**config.mk**
```make
export PLATFORM = sky130hd
export DESIGN_NAME = vstore_serializer_flat
export DESIGN_NICKNAME = d
export VERILOG_FILES = /design/src/rtl/vstore_serializer_if.sv /design/src/rtl/vstore_serializer.sv /design/src/flat_wrapper.sv
export SDC_FILE = /design/constraint.sdc
export NUM_CORES = 1
export LEC_CHECK = 0
export ABC_AREA = 1
export CORE_ASPECT_RATIO = 1.4
export CORE_MARGIN = 5
export CORE_UTILIZATION = 51
export DETAILED_ROUTE_END_ITERATION = 8
export MAX_ROUTING_LAYER = met4
export PLACE_DENSITY = 0.81
export SYNTH_ARGS = -nofsm -noshare
export SYNTH_HDL_FRONTEND = slang
export SYNTH_SLANG_ARGS = --single-unit
```
**constraint.sdc**
```tcl
create_clock -name clk -period 2.5 [get_ports clk]
set_input_delay 0.5 -clock clk [delete_from_list [all_inputs] [get_ports clk]]
set_output_delay 0.5 -clock clk [all_outputs]
set_load 0.02 [all_outputs]
```
**src/rtl/vstore_serializer_if.sv**
```systemverilog
// rtl/vstore_serializer_if.sv - data-memory store port between the vector-store unit and memory
interface vstore_serializer_if #(
  parameter int AW = 32,
  parameter int DW = 32
);
  logic          mem_req;
  logic [AW-1:0] mem_addr;
  logic [DW-1:0] mem_wdata;
  logic          mem_ready;

  modport master (
    output mem_req,
    output mem_addr,
    output mem_wdata,
    input  mem_ready
  );

  modport slave (
    input  mem_req,
    input  mem_addr,
    input  mem_wdata,
    output mem_ready
  );
endinterface

```
**src/rtl/vstore_serializer.sv**
```systemverilog
// rtl/vstore_serializer.sv - vector store: snapshots one regfile vector and streams its lanes to memory
module vstore_serializer #(
  parameter int DW    = 32,
  parameter int LANES = 8,
  parameter int AW    = 32,
  parameter int RAW   = 5
) (
  input  logic                clk,
  input  logic                rst_n,
  input  logic                start,
  input  logic [1:0]          vreg,
  input  logic [AW-1:0]       base_addr,
  input  logic [31:0]         vlen,
  output logic                busy,
  output logic                done,
  output logic [RAW-1:0]      rf_read_addr,
  input  logic [LANES*DW-1:0] rf_vdata,
  vstore_serializer_if.master mem
);

  localparam int IW = $clog2(LANES);
  localparam int CW = $clog2(LANES + 1);

  typedef enum logic [2:0] {
    S_IDLE,
    S_ADDR,
    S_CAPT,
    S_SEND,
    S_DONE
  } state_t;

  state_t        state_q, state_d;
  logic [CW-1:0] cnt_q;
  logic [CW-1:0] cnt_in;
  logic [IW-1:0] idx_q;
  logic [AW-1:0] base_q;
  logic [DW-1:0] lane_buf [LANES];
  logic          accept;
  logic          last;

  assign cnt_in = (vlen >= 32'(LANES)) ? CW'(LANES) : CW'(vlen);
  assign accept = (state_q == S_SEND) && mem.mem_req && mem.mem_ready;
  assign last   = (CW'(idx_q) == (cnt_q - CW'(1)));

  always_ff @(posedge clk or negedge rst_n) begin
    if (!rst_n) begin
      state_q <= S_IDLE;
    end else begin
      state_q <= state_d;
    end
  end

  always_comb begin
    state_d = state_q;
    busy    = 1'b0;
    done    = 1'b0;
    case (state_q)
      S_IDLE: begin
        // Empty or illegal-register stores skip the regfile read entirely.
        if (start) begin
          state_d = ((cnt_in == '0) || (vreg == 2'd3)) ? S_DONE : S_ADDR;
        end
      end
      S_ADDR: begin
        busy    = 1'b1;
        state_d = S_CAPT;
      end
      S_CAPT: begin
        busy    = 1'b1;
        state_d = S_SEND;
      end
      S_SEND: begin
        busy = 1'b1;
        if (accept && last) begin
          state_d = S_DONE;
        end
      end
      S_DONE: begin
        done    = 1'b1;
        state_d = S_IDLE;
      end
      default: state_d = S_IDLE;
    endcase
  end

  always_ff @(posedge clk or negedge rst_n) begin
    if (!rst_n) begin
      cnt_q         <= '0;
      idx_q         <= '0;
      base_q        <= '0;
      rf_read_addr  <= '0;
      mem.mem_req   <= 1'b0;
      mem.mem_addr  <= '0;
      mem.mem_wdata <= '0;
      for (int i = 0; i < LANES; i++) begin
        lane_buf[i] <= '0;
      end
    end else begin
      case (state_q)
        S_IDLE: begin
          if (start) begin
            base_q       <= base_addr;
            cnt_q        <= cnt_in;
            rf_read_addr <= RAW'(vreg);
          end
        end
        S_CAPT: begin
          // Snapshot the whole vector so later regfile writes cannot leak into the stream.
          for (int i = 0; i < LANES; i++) begin
            lane_buf[i] <= rf_vdata[i*DW +: DW];
          end
          idx_q         <= '0;
          mem.mem_req   <= 1'b1;
          mem.mem_addr  <= base_q;
          mem.mem_wdata <= rf_vdata[DW-1:0];
        end
        S_SEND: begin
          if (accept) begin
            if (last) begin
              mem.mem_req <= 1'b0;
            end else begin
              idx_q         <= idx_q + IW'(1);
              mem.mem_addr  <= mem.mem_addr + AW'(4);
              mem.mem_wdata <= lane_buf[idx_q + IW'(1)];
            end
          end
        end
        S_DONE: begin
          rf_read_addr <= '0;
        end
        default: ;
      endcase
    end
  end

endmodule
```
**src/flat_wrapper.sv**
```systemverilog
// flat-port wrapper written by rule: the top's interface ports become plain ports
module vstore_serializer_flat 
#(
  parameter int DW    = 32,
  parameter int LANES = 8,
  parameter int AW    = 32,
  parameter int RAW   = 5
)
  (clk, rst_n, start, vreg, base_addr, vlen, busy, done, rf_read_addr, rf_vdata, mem_mem_req, mem_mem_addr, mem_mem_wdata, mem_mem_ready);
  vstore_serializer_if #(.AW(AW), .DW(DW)) mem_i ();
  input  logic clk;
  input  logic rst_n;
  input  logic start;
  input  logic [1:0] vreg;
  input  logic [AW-1:0] base_addr;
  input  logic [31:0] vlen;
  output logic busy;
  output logic done;
  output logic [RAW-1:0] rf_read_addr;
  input  logic [LANES*DW-1:0] rf_vdata;
  output wire logic [$bits(mem_i.mem_req)-1:0] mem_mem_req;
  output wire logic [$bits(mem_i.mem_addr)-1:0] mem_mem_addr;
  output wire logic [$bits(mem_i.mem_wdata)-1:0] mem_mem_wdata;
  input wire logic [$bits(mem_i.mem_ready)-1:0] mem_mem_ready;
  assign mem_mem_req = mem_i.mem_req;
  assign mem_mem_addr = mem_i.mem_addr;
  assign mem_mem_wdata = mem_i.mem_wdata;
  assign mem_i.mem_ready = mem_mem_ready;
  vstore_serializer #(.DW(DW), .LANES(LANES), .AW(AW), .RAW(RAW)) u_core (.clk(clk), .rst_n(rst_n), .start(start), .vreg(vreg), .base_addr(base_addr), .vlen(vlen), .busy(busy), .done(done), .rf_read_addr(rf_read_addr), .rf_vdata(rf_vdata), .mem(mem_i));
endmodule
```
After elaboration in Yosys (flattened, before gate mapping)
Index checks and enable logic that the tools add are counted.

operators by class
  equal/unequal tests = 11
  $add $sub $neg = 3
  reductions and logical operators = 14
  $lt $le $gt $ge = 2
  bitwise operators = 1
  mux-type cells = 24

operators with widths
  kind                                                   number
  two-way mux 32 bit                                     6
  case mux 32 bit (2 select lines)                       2
  binary-select mux 32 bit (select 3 bit)                1
  adder 32 x 3 -> 32 bit (second input constant)         1
  >= comparator 32 x 4 -> 1 bit (second input constant)  1
  two-way mux 3 bit                                      5
  case mux 3 bit (4 select lines)                        1
  case mux 5 bit (2 select lines)                        1
  equality test 3 x 2 -> 1 bit (second input constant)   2
  != test 2 bit (second input constant)                  3
  case mux 3 bit (2 select lines)                        1
  AND reduction 2 bit                                    3
  AND reduction 3 bit                                    2
  two-way mux 5 bit                                      1
  equality test 3 x 4 -> 1 bit                           1
  >= comparator 4 bit (second input constant)            1
  zero test 4 bit                                        1
  two-way mux 1 bit                                      4
  two-way mux 4 bit                                      1
  != test 2 x 1 -> 1 bit (second input constant)         2
  inverter 3 -> 4 bit                                    1
  nonzero test 2 bit                                     2
  subtractor 4 x 1 -> 4 bit (second input constant)      1
  adder 3 x 1 -> 3 bit (second input constant)           1
  other kinds (8)                                        10

storage, ports and cells
  logic and storage cells = 71
  bits of input ports = 326
  bits in registers = 368
  output and inout port bits = 72

Logic depth before layout (Yosys ltp)
Gate-level depths: netlist of run 1.

  depth in word-level cells = 8
  mapped depth = 14
  depth with buffers taken out = 12

Worst setup path after synthesis of run 1
Ideal clock, no wire load.

  kind = register to register
  from = register u_core.cnt_q[0]
  to = register u_core.mem.mem_wdata[24]
  library setup time = 116 ps
  arrival time = 1650 ps
  slack = 734 ps
  required time = 2384 ps
  buffers on the path = 2
  cell stages (with the launch flop) = 15
  path through = dfrtp_1 inv_1 ha_1 nand2_1 inv_1 nor2_1 nand2_1 nor2_2 nand3_1 nand2_2 inv_2 buf_6 buf_6 nand2_1 nand2_1

on the way
  longest elaborated chain between the ends = 4

ends and longest elaborated chain
  what                                  RTL line                    RTL
  start: declaration                    vstore_serializer.sv:33     logic [CW-1:0] cnt_q;
  start signal: assignment              vstore_serializer.sv:103    cnt_q <= cnt_in;
  subtractor 4 x 1 -> 4 bit             vstore_serializer.sv:43     assign last = (CW'(idx_q) == (cnt_q - CW'(1)));
  equality test 3 x 4 -> 1 bit          vstore_serializer.sv:43
  != test 2 bit (no source line)        n/a
  AND reduction 3 bit (no source line)  n/a
  end signal: assignment                vstore_serializer.sv:115    mem.mem_wdata <= rf_vdata[DW-1:0];
  end signal: assignment                vstore_serializer.sv:124    mem.mem_wdata <= lane_buf[idx_q + IW'(1)];
  end: declaration                      vstore_serializer_if.sv:14  output mem_wdata,

Every way passes these cells.
A chain may end at the register's enable or synchronous reset.

Worst setup path in the final report of run 1
  from = register u_core.idx_q[0]
  to = register u_core.mem.mem_wdata[26]

on the way
  longest elaborated chain between the ends = 8

ends and longest elaborated chain
  what                                                    RTL line                  RTL
  start: declaration                                      vstore_serializer.sv:35   logic [IW-1:0] idx_q;
  start signal: assignment                                vstore_serializer.sv:122  idx_q <= idx_q + IW'(1);
  adder 3 x 1 -> 3 bit                                    vstore_serializer.sv:124
  inverter 3 -> 4 bit (implied by the code)               vstore_serializer.sv:124
  binary-select mux 32 bit (select 3 bit)                 vstore_serializer.sv:124
  two-way mux 32 bit (implied by the code) (2 in series)  vstore_serializer.sv:124
  two-way mux 32 bit                                      vstore_serializer.sv:119  if (last) begin
  two-way mux 32 bit                                      vstore_serializer.sv:118  if (accept) begin
  case mux 32 bit (2 select lines)                        vstore_serializer.sv:99   case (state_q)

Several ways; a longest one is shown, not always the timed one. The select of a mux whose other input is x is not followed.

==> results.toml, run 1 <==
[status]
status = "complete, no violations"

[cts]
clockBufferDepth = 3
post_cts_buffers = 0
clock_latency_ns = 0.55
numClockSinks = 365
cts_root_buf = "clkbuf_16"
cts_tree = "yes"
cts-htree-levels = 2
path_clk_slew_ns = 0.06
cts_buffers = 38

[floorplanning]
die_area_um2 = 37960
dieWidth_um = 166.1
ios = 398
coreArea_um2 = 33930
die_h_um = 228.5
row_count = 80
initial_core_util = 0.5127

[route]
postRouteWirelength_um = 56910
drtIter0Drc = 1406
ant_nets = 0
vias = 15140
wl_per_cell_um = 20.87
viasPerCell = 5.552
dr.pass1.iters = 7
drc = 0

[sta]
worst_clock_skew_ns = 0.01708
setup_tns_ns = 0
tightest_slew_ns = 0.6399
report.final.setup_viol = 0
drv_slew = 0
fmax_mhz = 429.5
period_needed_ns = 2.328
hold_viol_final = 0
rsz0062_at_grt = "false"
max_slew_margin = 0.5701
min_period_over_period = 0.9313

[placed_design]
finalWeightedCongestion = 0.9628
hpwl_um = 41550
portBuffers = 394

[worst_setup_path]
path_max_fanout = 17
crit_required_ns = 2.97
ff2ff_path_depth = 10
critPathKind = "flip-flop to flip-flop"
reg2reg_from = "u_core.idx_q[0]$_DFFE_PN0P_"
cp-start-kind = "flip-flop"
r2r_setup_slack_ns = 0.17
cp-startpoint = "u_core.idx_q[0]$_DFFE_PN0P_"
crit_path_end_kind = "flip-flop"
arrival_ns = 2.80
r2r-end = "u_core.mem.mem_wdata[26]$_DFFE_PN0P_"
worstSetupEndpoint = "u_core.mem.mem_wdata[26]$_DFFE_PN0P_"

[yosys]
synth_seq_cells = 365
ys.warnings.count = 0
synth_cell_types = 34
syn_inst = 1881
netlist_area_um2 = 17400
synth-seq-area-share = 0.5250
syn_area_per_cell_um2 = 9.249

[global_route]
grtUsageMet2 = 0.5192
grt_pass1_vias = 15640
use_met3 = 0.04602
grt_max_degree = 107
antenna_found_initial = 10
grtUsageMet1 = 0.3435
grt_pass1_wl_um = 87690
overflow = 0
grt_use_total = 0.3017
busiest_layer = "met2"

[power_and_ir_drop]
powerDensity_nw_per_um2 = 1328
irDropWorstVdd_v = 0.001128
leakagePower_nw = 10.15
p_total_mw = 30.63

[layout]
fillers = 2639
layout_common_cells = "nand2_1, clkdlybuf4s50_1, dfrtp_1"
multiInputGateArea_um2 = 7413
nNetsFinal = 2573
layout.cells.most_common = "nand2_1"
area_growth_pct = 32.52
seq_area_um2 = 9138
final_layout_size_suffix_gt1_frac = 0.06531

[min_path]
hp-class = "flip-flop to flip-flop"

[run]
maxCapViolations = 0
==> critical path: stages (launching register included) <==
cell and delay, ns:
dfrtp_4 0.52, ha_4 0.26, inv_1 0.07, buf_4 0.26, buf_4 0.24, o21ai_0 0.12, o21ai_0 0.46, nand2_1 0.11
nand3_1 0.09, nand2_1 0.05, nand2_1 0.07
==> layer usage <==
| metal | part of all wire | vias up |
|---|---|---|
| met5 | 0 | - |
| met4 | 0.058 | 0 |
| met3 | 0.060 | 150 |
| met2 | 0.52 | 623 |
| met1 | 0.37 | 7439 |
| li1 | - | 6929 |
==> cell usage after synthesis (all sizes together) <==
| library cell | count | area share |
|---|---|---|
| nand2 | 433 | 0.094 |
| dfrtp | 365 | 0.52 |
| mux2 | 233 | 0.15 |
| nor2 | 224 | 0.049 |
| o21ai | 184 | 0.053 |
| a21oi | 95 | 0.027 |
| inv | 88 | 0.019 |
| nand3 | 84 | 0.024 |
| buf | 73 | 0.023 |
| clkbuf | 40 | 0.0086 |
| o22ai | 26 | 0.0093 |
| nand3b | 10 | 0.0043 |
| xor2 | 6 | 0.0030 |
| nor3 | 4 | 0.0014 |
| a22o | 3 | 0.0015 |
| ha | 3 | 0.0022 |
| or2 | 3 | 0.0011 |
| a32o | 2 | 0.0012 |
| and2 | 1 | 0.00036 |
| clkinv | 1 | 0.00029 |
| conb | 1 | 0.00022 |
| nand4 | 1 | 0.00036 |
| o211ai | 1 | 0.00043 |
==> power by group <==
part / switching [mW] / internal, mW / total, mW
sequential: 1.94 / 8.97 / 10.9
combinational: 8.33 / 6.03 / 14.4
clock: 2.33 / 3.03 / 5.36
==> kinds of logic (layout without fill, tap and decap cells) <==
family | after synthesis | after routing | share of synthesized area
AO/OA/AOI/OAI | 311 | 311 | 0.09270
XOR/XNOR | 6 | 6 | 0.003020
adder cells (fa/ha/maj) | 3 | 3 | 0.002158
buffers and inverters | 202 | 585 | 0.05135
flip-flops | 365 | 365 | 0.5250
multiplexers | 233 | 233 | 0.1508
other | 1 | 13 | 0.0002155
AND/OR/NAND/NOR | 760 | 760 | 0.1748
==> layout make-up <==
cell class,count,share of cell area
antenna,10,0.001085
clock buffer,54,0.04559
clock inverter,8,0.003799
inverter,89,0.01454
multi-input combinational,1316,0.3215
sequential,365,0.3963
tap,451,0.02447
timing repair buffer,434,0.1927
==> how the worst min path moves through the flow <==
stage	depth (start not counted)	from	endpoint	slack (ns)
detailed placement	1	rst_n	u_core.lane_buf[206]$_DFFE_PN0P_	0.47
CTS	2	u_core.mem.mem_wdata[21]$_DFFE_PN0P_	u_core.mem.mem_wdata[21]$_DFFE_PN0P_	0.48
floorplan	0	rst_n	u_core.base_q[0]$_DFFE_PN0P_	0.20
global placement	1	rst_n	u_core.lane_buf[174]$_DFFE_PN0P_	0.47
finish	2	u_core.mem.mem_wdata[21]$_DFFE_PN0P_	u_core.mem.mem_wdata[21]$_DFFE_PN0P_	0.48
global route	1	u_core.lane_buf[25]$_DFFE_PN0P_	u_core.lane_buf[25]$_DFFE_PN0P_	0.49
==> through the flow <==
step	utilization	hold slack [ns]	cells	worst slack (ns)	cell area, µm²
after floorplan	-	0.2044	1883	0.7339	17410
after global routing	0.6795	0.4920	2727	0.1042	23060
final	0.6795	0.4788	2727	0.1717	23060
after CTS	0.6787	0.4823	2717	0.04431	23030
after global placement	0.6448	0.4654	2654	0.3800	21880
after detailed placement	0.6448	0.4664	2654	0.2793	21880
==> sequential cells by signal, summed over array words and instances, names as in the netlist <==
register and count:
u_core.mem.mem_addr 32, u_core.mem.mem_req 1, u_core.base_q 32, u_core.cnt_q 4, u_core.rf_read_addr 2, u_core.lane_buf 256
u_core.state_q 3, u_core.mem.mem_wdata 32, u_core.idx_q 3
==> what timing repair did <==
item | CTS | global route
resized for setup | 0 | 1
setup endpoints to repair | 0 | 1
hold buffers | 1 | 0
hold endpoints to repair | 52 | 0
(Power assumes the default switching activity.)
==> run 2: changes to the inputs <==
--- a/config.mk
+++ b/config.mk
@@ -6,8 +6,8 @@
 export NUM_CORES = 1
 export LEC_CHECK = 0
 export ABC_AREA = 1
+export ABC_CLOCK_PERIOD_IN_PS = 2500
 export CORE_ASPECT_RATIO = 1.4
-export CORE_MARGIN = 5
 export CORE_UTILIZATION = 51
 export DETAILED_ROUTE_END_ITERATION = 8
 export MAX_ROUTING_LAYER = met4
==> run 2 against run 1 <==
Combinational power hardly changed. Via count hardly changed. Register-to-register slack better by 0.098 ns. Critical path type is now flip-flop to output port. Largest power group unchanged. Highest routed layer unchanged.
==> results.toml, run 2 (synthesized netlist as in run 1, its figures left out) <==
[worst_setup_path]
critPathKind = "flip-flop to output port"
crit_required_ns = 2.00
crit_path_end_kind = "output port"
r2r_setup_slack_ns = 0.27
cp_slowest_cell = "clkdlybuf4s50_1"
reg2reg_from = "u_core.idx_q[0]$_DFFE_PN0P_"
cp_cell_sequence = "nor2_1 > clkdlybuf4s50_1"
slowest_delay_ns = 0.64
worst-path-stages = 2
arrival_ns = 1.80
critical_path_buf_inv_count = 1
r2r-end = "u_core.mem.mem_wdata[23]$_DFFE_PN0P_"
ff2ff_path_depth = 9
cp-start-kind = "flip-flop"
path_max_fanout = 5
path_delay_family = "buffers and inverters"

[cts]
path_clk_slew_ns = 0.06
clock_latency_ns = 0.54
cts_buffers = 38
cts-htree-levels = 2
numClockSinks = 365
clockBufferDepth = 3
cts_tree = "yes"
cts_root_buf = "clkbuf_16"
post_cts_buffers = 0

[layout]
layout_common_cells = "nand2_1, clkdlybuf4s50_1, dfrtp_1"
final_core_util = 0.6922
final_layout_size_suffix_gt1_frac = 0.06699
layout.cells.most_common = "nand2_1"
regMostFlops = "u_core.lane_buf"
largest_register_ffs = 256
fillers = 2616
area_growth_pct = 32.92
nNetsFinal = 2571

[sta]
min_period_over_period = 0.9185
max_slew_margin = 0.5675
tightest_slew_ns = 0.6488
report.final.setup_viol = 0
drv_slew = 0
rsz0062_at_grt = "false"
setup_tns_ns = 0
hold_viol_final = 0
worst_clock_skew_ns = 0.01249
fmax_mhz = 435.5
period_needed_ns = 2.296

[placed_design]
finalWeightedCongestion = 0.9373
portBuffers = 394
hpwl_um = 40180

[route]
drtIter0Drc = 993
drc = 0
postRouteWirelength_um = 56070
viasPerCell = 5.553
ant_nets = 0
wl_per_cell_um = 20.57
dr.pass1.iters = 5
vias = 15140

[min_path]
hp-class = "flip-flop to flip-flop"
min_to = "u_core.mem.mem_wdata[28]$_DFFE_PN0P_"
min_from = "u_core.mem.mem_wdata[28]$_DFFE_PN0P_"
hold_depth = 2

[global_route]
grt_max_degree = 152
overflow = 0
grt_pass1_vias = 15780
grt_pass1_wl_um = 86300
grt_use_total = 0.3408
antenna_found_initial = 10

[floorplanning]
die_area_um2 = 34870
dieWidth_um = 158.1
row_count = 79
ios = 398
die_h_um = 220.5
initial_core_util = 0.5207
coreArea_um2 = 33410

[status]
status = "complete, no violations"

[power_and_ir_drop]
irDropWorstVdd_v = 0.001117
leakagePower_nw = 10.18
powerDensity_nw_per_um2 = 1324

[run]
maxCapViolations = 0
==> run 2: worst max path at each step <==
stage | start | to
after global routing | u_core.cnt_q[0]$_DFFE_PN0P_ | u_core.mem.mem_addr[30]$_DFFE_PN0P_
after global placement | u_core.cnt_q[0]$_DFFE_PN0P_ | u_core.mem.mem_addr[30]$_DFFE_PN0P_
after floorplan | u_core.cnt_q[0]$_DFFE_PN0P_ | u_core.mem.mem_wdata[24]$_DFFE_PN0P_
final | u_core.state_q[2]$_DFFE_PN0P_ | busy
after CTS | u_core.cnt_q[0]$_DFFE_PN0P_ | u_core.mem.mem_addr[28]$_DFFE_PN0P_
after detailed placement | u_core.cnt_q[0]$_DFFE_PN0P_ | u_core.mem.mem_addr[28]$_DFFE_PN0P_
==> run 2: power by group <==
group / leakage, nW / total, mW / switching [mW] / internal, mW
clock network: 0.611 / 5.68 / 2.33 / 3.35
logic: 5.30 / 14.1 / 8.14 / 5.96
registers: 4.26 / 10.8 / 1.88 / 8.96
total: 10.2 / 30.6 / 12.3 / 18.3
==> run 2: metal layers <==
metal,part of all wire,wire length (µm),GRT usage
met1,0.36,19950,0.3701
met2,0.50,28030,0.5700
met3,0.075,4183,0.06874
met4,0.070,3899,0.2115
met5,0,0,-
==> run 2: metrics by stage <==
| stage | power [mW] | hold WS (ns) | area, µm² | worst slack [ns] | std cells |
|---|---|---|---|---|---|
| floorplan | 19.80 | 0.2044 | 17410 | 0.7339 | 1883 |
| global placement | 24.32 | 0.4625 | 21840 | 0.2141 | 2646 |
| detailed placement | 24.90 | 0.4653 | 21840 | 0.1642 | 2646 |
| CTS | 30.71 | 0.4822 | 23090 | 0.1384 | 2714 |
| global route | 32.63 | 0.4944 | 23120 | 0.08987 | 2724 |
| finish | 30.62 | 0.4769 | 23130 | 0.2037 | 2726 |
==> run 2: layout make-up <==
type | count | area [µm²] | share of cell area
repair buffers | 432 | 4414 | 0.1909
flip-flops and latches | 365 | 9138 | 0.3951
inverters | 89 | 335.3 | 0.01450
clock buffers | 59 | 1141 | 0.04934
multi-input cells | 1316 | 7413 | 0.3206
diodes | 12 | 30.03 | 0.001298
clock inverters | 8 | 97.59 | 0.004220
well taps | 445 | 556.8 | 0.02408
==> run 2: worst register-to-register path, stage by stage, from the launching register on <==
cell and delay [ns]:
dfrtp_4 0.52, ha_4 0.36, inv_1 0.10, buf_4 0.25, o21ai_0 0.13, o22ai_1 0.37
nand2_1 0.22, nand3_1 0.11, nand2_1 0.05, nand2_1 0.05
==> run 2: timing repair <==
| action | CTS | global route |
|---|---|---|
| endpoints found under the hold margin | 54 | 0 |
| endpoints found under the setup margin | 1 | 38 |
| gates resized for setup | 1 | 1 |
| hold buffers | 1 | 0 |
